### config.mk
export PLATFORM = sky130hd
export DESIGN_NAME = muldiv_unit_flat
export DESIGN_NICKNAME = d
export VERILOG_FILES = /design/src/rtl/muldiv_unit_if.sv /design/src/rtl/muldiv_unit.sv /design/src/flat_wrapper.sv
export SDC_FILE = /design/constraint.sdc
export NUM_CORES = 1
export LEC_CHECK = 0
export ABC_CLOCK_PERIOD_IN_PS = 3450
export BUFFER_PORTS_ARGS = -buffer_cell sky130_fd_sc_hd__buf_2
export CELL_PAD_IN_SITES_DETAIL_PLACEMENT = 1
export CELL_PAD_IN_SITES_GLOBAL_PLACEMENT = 1
export CORE_ASPECT_RATIO = 0.7
export CORE_MARGIN = 2
export CORE_UTILIZATION = 25
export DETAILED_ROUTE_END_ITERATION = 10
export HOLD_SLACK_MARGIN = 0.15
export PLACE_DENSITY_LB_ADDON = 0.1
export SKIP_CTS_REPAIR_TIMING = 1
export SLEW_MARGIN = 20
export SYNTH_ARGS = -nofsm -noshare
export SYNTH_HDL_FRONTEND = slang
export SYNTH_SLANG_ARGS = --single-unit
### constraint.sdc
create_clock -name clock -period 3.45 [get_ports clock]
set_input_delay 1.035 -clock clock [delete_from_list [all_inputs] [get_ports clock]]
set_output_delay 1.035 -clock clock [all_outputs]
set_load 0.005 [all_outputs]
### src/rtl/muldiv_unit_if.sv
// Request/write-back bundle between the issue logic, the muldiv_unit and the
// register file write port.
interface muldiv_unit_if #(
  parameter int XLEN = 32
);
  logic            start;
  logic [2:0]      funct3;
  logic [XLEN-1:0] rs1Data;
  logic [XLEN-1:0] rs2Data;
  logic [4:0]      rdAdrsIn;
  logic            busy;
  logic            enable;
  logic [4:0]      rdAdrs;
  logic [XLEN-1:0] rdData;

  modport master (
    output start, funct3, rs1Data, rs2Data, rdAdrsIn,
    input  busy, enable, rdAdrs, rdData
  );

  modport slave (
    input  start, funct3, rs1Data, rs2Data, rdAdrsIn,
    output busy, enable, rdAdrs, rdData
  );
endinterface

### src/rtl/muldiv_unit.sv
// Iterative RV32M multiply/divide unit: one radix-2 step per cycle on operand
// magnitudes, sign fix-up and special-case override at the end.
module muldiv_unit #(
  parameter int XLEN = 32
) (
  input logic         clock,
  input logic         resetN,
  muldiv_unit_if.slave bus
);
  localparam int CW = $clog2(XLEN);
  localparam logic [CW-1:0] LAST_STEP = CW'(XLEN - 1);

  typedef enum logic [1:0] {
    IDLE = 2'd0,
    CALC = 2'd1,
    DONE = 2'd2
  } state_e;

  state_e            state_q, state_d;
  logic [CW-1:0]     count_q, count_d;
  logic [2:0]        op_q, op_d;
  logic [4:0]        rd_q, rd_d;
  logic [XLEN-1:0]   a_mag_q, a_mag_d;
  logic [XLEN-1:0]   b_mag_q, b_mag_d;
  logic [2*XLEN-1:0] work_q, work_d;
  logic              neg_q, neg_d;
  logic              rem_neg_q, rem_neg_d;
  logic              div_zero_q, div_zero_d;
  logic              ovf_q, ovf_d;
  logic              busy_q, busy_d;
  logic              enable_q, enable_d;
  logic [4:0]        rd_adrs_q, rd_adrs_d;
  logic [XLEN-1:0]   rd_data_q, rd_data_d;

  logic              is_div_s, a_signed_s, b_signed_s, a_neg_s, b_neg_s;
  logic [XLEN-1:0]   a_abs_s, b_abs_s;
  logic              ovf_s, div_zero_s;
  logic [XLEN:0]     mul_sum_s, div_shift_s, div_diff_s;
  logic [2*XLEN-1:0] prod_s;
  logic [XLEN-1:0]   quo_s, rem_s, a_raw_s, result_s;

  // Decode operand signedness and magnitudes from the incoming request.
  always_comb begin
    is_div_s   = bus.funct3[2];
    a_signed_s = (bus.funct3 != 3'b011) && (bus.funct3 != 3'b101) && (bus.funct3 != 3'b111);
    b_signed_s = a_signed_s && (bus.funct3 != 3'b010);
    a_neg_s    = a_signed_s && bus.rs1Data[XLEN-1];
    b_neg_s    = b_signed_s && bus.rs2Data[XLEN-1];
    a_abs_s    = a_neg_s ? ({XLEN{1'b0}} - bus.rs1Data) : bus.rs1Data;
    b_abs_s    = b_neg_s ? ({XLEN{1'b0}} - bus.rs2Data) : bus.rs2Data;
    div_zero_s = is_div_s && (bus.rs2Data == {XLEN{1'b0}});
    ovf_s      = is_div_s && b_signed_s
                 && (bus.rs1Data == {1'b1, {(XLEN-1){1'b0}}})
                 && (bus.rs2Data == {XLEN{1'b1}});
  end

  // Single iteration datapath; work_q holds {hi, lo} = {product hi, multiplier} or {remainder, quotient}.
  always_comb begin
    mul_sum_s   = {1'b0, work_q[2*XLEN-1:XLEN]}
                  + (work_q[0] ? {1'b0, a_mag_q} : {(XLEN+1){1'b0}});
    div_shift_s = {work_q[2*XLEN-1:XLEN], work_q[XLEN-1]};
    div_diff_s  = div_shift_s - {1'b0, b_mag_q};
  end

  // Sign fix-up and special-case selection of the final result.
  always_comb begin
    prod_s  = neg_q ? ({(2*XLEN){1'b0}} - work_q) : work_q;
    quo_s   = neg_q ? ({XLEN{1'b0}} - work_q[XLEN-1:0]) : work_q[XLEN-1:0];
    rem_s   = rem_neg_q ? ({XLEN{1'b0}} - work_q[2*XLEN-1:XLEN]) : work_q[2*XLEN-1:XLEN];
    a_raw_s = rem_neg_q ? ({XLEN{1'b0}} - a_mag_q) : a_mag_q;
    case (op_q)
      3'b000:                 result_s = prod_s[XLEN-1:0];
      3'b001, 3'b010, 3'b011: result_s = prod_s[2*XLEN-1:XLEN];
      3'b100, 3'b101: begin
        if (div_zero_q) begin
          result_s = {XLEN{1'b1}};
        end else if (ovf_q) begin
          result_s = a_raw_s;
        end else begin
          result_s = quo_s;
        end
      end
      3'b110, 3'b111: begin
        if (div_zero_q) begin
          result_s = a_raw_s;
        end else if (ovf_q) begin
          result_s = {XLEN{1'b0}};
        end else begin
          result_s = rem_s;
        end
      end
      default:                result_s = {XLEN{1'b0}};
    endcase
  end

  // FSM next-state, operand capture and write-back register update.
  always_comb begin
    state_d    = state_q;
    count_d    = count_q;
    op_d       = op_q;
    rd_d       = rd_q;
    a_mag_d    = a_mag_q;
    b_mag_d    = b_mag_q;
    work_d     = work_q;
    neg_d      = neg_q;
    rem_neg_d  = rem_neg_q;
    div_zero_d = div_zero_q;
    ovf_d      = ovf_q;
    busy_d     = (state_q != IDLE);
    enable_d   = 1'b0;
    rd_adrs_d  = rd_adrs_q;
    rd_data_d  = rd_data_q;
    case (state_q)
      IDLE: begin
        if (bus.start) begin
          state_d    = CALC;
          count_d    = {CW{1'b0}};
          op_d       = bus.funct3;
          rd_d       = bus.rdAdrsIn;
          a_mag_d    = a_abs_s;
          b_mag_d    = b_abs_s;
          work_d     = {{XLEN{1'b0}}, (is_div_s ? a_abs_s : b_abs_s)};
          neg_d      = a_neg_s ^ b_neg_s;
          rem_neg_d  = a_neg_s;
          div_zero_d = div_zero_s;
          ovf_d      = ovf_s;
          busy_d     = 1'b1;
        end else begin
          busy_d     = 1'b0;
        end
      end
      CALC: begin
        count_d = count_q + CW'(1);
        if (op_q[2]) begin
          // Restoring step: keep the shifted remainder when the trial subtract underflows.
          if (div_diff_s[XLEN]) begin
            work_d = {div_shift_s[XLEN-1:0], work_q[XLEN-2:0], 1'b0};
          end else begin
            work_d = {div_diff_s[XLEN-1:0], work_q[XLEN-2:0], 1'b1};
          end
        end else begin
          work_d = {mul_sum_s, work_q[XLEN-1:1]};
        end
        if (count_q == LAST_STEP) begin
          state_d = DONE;
        end else begin
          state_d = CALC;
        end
      end
      DONE: begin
        state_d   = IDLE;
        enable_d  = (rd_q != 5'd0);
        rd_adrs_d = rd_q;
        rd_data_d = result_s;
      end
      default: begin
        state_d = IDLE;
      end
    endcase
  end

  // State and datapath registers; reset aborts any operation in flight.
  always_ff @(posedge clock or negedge resetN) begin
    if (!resetN) begin
      state_q    <= IDLE;
      count_q    <= {CW{1'b0}};
      op_q       <= 3'b000;
      rd_q       <= 5'd0;
      a_mag_q    <= {XLEN{1'b0}};
      b_mag_q    <= {XLEN{1'b0}};
      work_q     <= {(2*XLEN){1'b0}};
      neg_q      <= 1'b0;
      rem_neg_q  <= 1'b0;
      div_zero_q <= 1'b0;
      ovf_q      <= 1'b0;
      busy_q     <= 1'b0;
      enable_q   <= 1'b0;
      rd_adrs_q  <= 5'd0;
      rd_data_q  <= {XLEN{1'b0}};
    end else begin
      state_q    <= state_d;
      count_q    <= count_d;
      op_q       <= op_d;
      rd_q       <= rd_d;
      a_mag_q    <= a_mag_d;
      b_mag_q    <= b_mag_d;
      work_q     <= work_d;
      neg_q      <= neg_d;
      rem_neg_q  <= rem_neg_d;
      div_zero_q <= div_zero_d;
      ovf_q      <= ovf_d;
      busy_q     <= busy_d;
      enable_q   <= enable_d;
      rd_adrs_q  <= rd_adrs_d;
      rd_data_q  <= rd_data_d;
    end
  end

  assign bus.busy   = busy_q;
  assign bus.enable = enable_q;
  assign bus.rdAdrs = rd_adrs_q;
  assign bus.rdData = rd_data_q;
endmodule
### src/flat_wrapper.sv
// flat-port wrapper written by rule: the top's interface ports become plain ports
module muldiv_unit_flat 
#(
  parameter int XLEN = 32
)
  (clock, resetN, bus_start, bus_funct3, bus_rs1Data, bus_rs2Data, bus_rdAdrsIn, bus_busy, bus_enable, bus_rdAdrs, bus_rdData);
  muldiv_unit_if #(.XLEN(XLEN)) bus_i ();
  input logic clock;
  input logic resetN;
  input wire logic [$bits(bus_i.start)-1:0] bus_start;
  input wire logic [$bits(bus_i.funct3)-1:0] bus_funct3;
  input wire logic [$bits(bus_i.rs1Data)-1:0] bus_rs1Data;
  input wire logic [$bits(bus_i.rs2Data)-1:0] bus_rs2Data;
  input wire logic [$bits(bus_i.rdAdrsIn)-1:0] bus_rdAdrsIn;
  output wire logic [$bits(bus_i.busy)-1:0] bus_busy;
  output wire logic [$bits(bus_i.enable)-1:0] bus_enable;
  output wire logic [$bits(bus_i.rdAdrs)-1:0] bus_rdAdrs;
  output wire logic [$bits(bus_i.rdData)-1:0] bus_rdData;
  assign bus_i.start = bus_start;
  assign bus_i.funct3 = bus_funct3;
  assign bus_i.rs1Data = bus_rs1Data;
  assign bus_i.rs2Data = bus_rs2Data;
  assign bus_i.rdAdrsIn = bus_rdAdrsIn;
  assign bus_busy = bus_i.busy;
  assign bus_enable = bus_i.enable;
  assign bus_rdAdrs = bus_i.rdAdrs;
  assign bus_rdData = bus_i.rdData;
  muldiv_unit #(.XLEN(XLEN)) u_core (.clock(clock), .resetN(resetN), .bus(bus_i));
endmodule
==> flow_summary.ini <==
[status]
status = finished, final reports clean

[sta]
skew_ps = 27.41
fin_ws_ps = 49.87
slew_violations = 0
fin_crit_sh_pct = 98.55
fin_crit_ps = 3400
setup_viol = 0
max_freq_ghz = 0.2941
max_slew_margin_pct = 42.25
hold_viol = 0
rsz0062_at_grt = true
worst_pin_slew_ps = 866.3

[job]
drv_cap = 0

[worst_setup_path]
cpLargestDelayFamily = simple AND/OR/NAND/NOR gates
cp_max_fo = 10
rr_worst_depth = 12
start_kind = flip-flop
path_buf_inv = 3
crit_required_ps = 3830
reg2reg_to = u_core.bus.rdData[25]$_DFFE_PN0P_
crit_path_cell_trace = buf_6, or4_4, nor4_4, buf_4, nand3_2, or3_4, or2_4, o21ai_4, xnor2_2, a221oi_2, buf_4, o21ai_0
cp.arrival_ps = 3780
slowest_delay_ps = 570
path_class = flip-flop to flip-flop
cp_slowest_cell = or4_4
path_common_cell = buf_4
timing.rr.start = u_core.work_q[0]$_DFFE_PN0P_
critPathCaptureType = flip-flop
reg2reg_slack_ps = 50

[synth]
async_flop_share_pct = 100.0
syn_inst = 2158
synth_cell_types = 81
syn_area_um2 = 16760
synth_edf_count = 0
avgSynthCellArea_um2 = 7.766
syn_nets = 2307
synth-main-ff-cell = dfrtp_1
seq_area_frac_synth_pct = 27.77
ys_ff_latch = 186
synth_warnings = 0

[power_and_ir_drop]
irDropWorstVdd_mv = 0.5019
powerDensity_nw_per_um2 = 1115
p_leak_uw = 0.009586

[min_path]
worstHoldPathCells = 2
hold_path_end = u_core.bus.rdAdrs[2]$_DFFE_PN0P_
hold_start = u_core.bus.rdAdrs[2]$_DFFE_PN0P_
hold_path_class = flip-flop to flip-flop

[detailed_routing]
drc = 0
viasPerCell = 5.367
dr.pass1.iters = 5
routed-via-count = 18494
routedWlPerCell_um = 25.55
routed_wl_mm = 88.04
drt-initial-drc-count = 1581
ant_nets = 0

[final_layout]
fin_area_um2 = 22210
drive_above_1_share_pct = 26.03
postLayoutCoreUtil_pct = 33.44
fin_nets = 2691
diodes = 0
layoutNonFillerInstCount = 3446
area_growth_pct = 32.54

[clocking]
cts-root-buf = clkbuf_16
cts_tree = done
cts_buffer_depth = 2
cts_buffers = 17
cts.sinks = 186
htree_levels = 4
clk_pin_slew_worst_paths_ps = 100
clock_latency_ps = 520

[die]
rows = 79
core-area_um2 = 66420
num_io_pins = 114
fp.dieW_um = 313.5
die_area_um2 = 69150
die_y_um = 220.6
initial_core_util_pct = 25.23

[global_route]
grt_pass1_vias = 17894
overflow = 0
grt_max_degree = 73
grt_antenna_before_repair = 1
grt_pass1_wl_mm = 126.8
grt_util_all_layers_pct = 25.11

[placed_design]
portBuffers = 113
gp_congestion = 0.9140
dp_hpwl_mm = 71.26
place_ws_ps = -319.9
placed_area_um2 = 21000
dp_cells = 3404
==> stage by stage <==
stage	TNS, ps	total power (µW)	hold slack [ps]
3_3_place_gp	-4508	21260	455.9
2_1_floorplan	0	13620	448.9
4_1_cts	-3599	23740	478.5
3_5_place_dp	-6829	21450	458.6
6_report	0	24770	472.4
5_1_grt	-161.5	26450	509.6
==> registers in the layout, indices dropped and copies added (netlist names) <==
register / count
u_core.bus.busy: 1
u_core.b_mag_q: 32
u_core.a_mag_q: 32
u_core.bus.rdAdrs: 5
u_core.div_zero_q: 1
u_core.op_q: 3
u_core.work_q: 64
u_core.neg_q: 1
u_core.bus.rdData: 32
u_core.state_q: 2
u_core.rem_neg_q: 1
u_core.count_q: 5
u_core.ovf_q: 1
u_core.rd_q: 5
u_core.bus.enable: 1
==> worst max path at each step <==
stage               slack, ps                                 to                          from  cells after the start
floorplan                  20      u_core.work_q[61]$_DFFE_PN0P_  u_core.work_q[0]$_DFFE_PN0P_                     16
global placement         -360       u_core.work_q[8]$_DFFE_PN0P_                bus_rs2Data[0]                     14
detailed placement       -320       u_core.work_q[6]$_DFFE_PN0P_                bus_rs2Data[0]                     13
CTS                      -330  u_core.bus.rdData[14]$_DFFE_PN0P_  u_core.work_q[0]$_DFFE_PN0P_                     13
global route              -50   u_core.bus.rdData[7]$_DFFE_PN0P_  u_core.work_q[0]$_DFFE_PN0P_                     13
finish                     50  u_core.bus.rdData[25]$_DFFE_PN0P_  u_core.work_q[0]$_DFFE_PN0P_                     12
==> worst min-delay path: cells and delay by family, from the launching register on <==
family	cells	cell delay, ps
flops	1	340
simple gates	2	100
==> cell families after synthesis <==
kind of cell,count (synthesis),share of synthesized area [%]
buf+inv,219,5.084
fa+ha+maj,74,5.614
xor+xnor,230,12.02
mux,58,3.472
flops,186,27.77
simple gates,672,18.93
compound gates,719,27.10
==> where the power goes <==
group	switching, µW	total, µW	internal [µW]	leakage (µW)
Sequential	1130	4230	3090	0.00231
Clock	1160	2180	1010	0.000295
Combinational	10700	18400	7700	0.00698
Total	13000	24800	11800	0.00959
==> area by class of cell <==
class                      instances  area [µm²]
timing repair buffer             512        3752
sequential                       186        4659
fill                            7981       44210
tap                              891        1115
inverter                          72       270.3
multi-input combinational       1753       11810
clock inverter                    13       155.1
clock buffer                      19       452.9
==> cell usage after synthesis, types with 25 or more instances <==
library cell	count	area share [%]
xor2_1	104	5.4
o21ai_0	240	7.2
a211oi_1	50	2.2
a21oi_1	157	4.7
nand3_1	37	1.1
ha_1	72	5.4
o31ai_1	33	1.5
nor3_1	36	1.1
or3_1	25	0.93
mux2i_1	57	3.4
nor2_1	154	3.4
and2_1	38	1.4
xnor2_1	126	6.6
a22oi_1	27	1.2
dfrtp_1	186	28
clkbuf_1	121	2.7
nand2_1	264	5.9
inv_1	70	1.6
==> metal layers <==
| layer | GRT usage, % | routed length (µm) |
|---|---|---|
| met2 | 35.27 | 35670 |
| met5 | 0 | 9 |
| met3 | 3.215 | 4206 |
| met4 | 4.785 | 1101 |
| met1 | 40.09 | 47050 |
==> layout by cell type (no fill, tap or decap), types with 17 or more instances in the layout <==
master and count:
o221ai_1 18, o21ai_0 224, a21oi_1 149, o31ai_1 28, buf_4 383, dfrtp_1 182
inv_1 69, a31oi_1 17, clkbuf_16 18, xor2_1 103, xnor2_1 124, a211oi_1 48
nor2_1 149, o22ai_1 20, mux2i_1 56, nand3_1 35, a22oi_1 27, a21o_1 23
or3_1 19, buf_2 112, o211ai_1 24, ha_1 62, and2_1 37, nand2_1 263
nor3_1 33
Note: power is estimated with default switching activity, not from simulation.
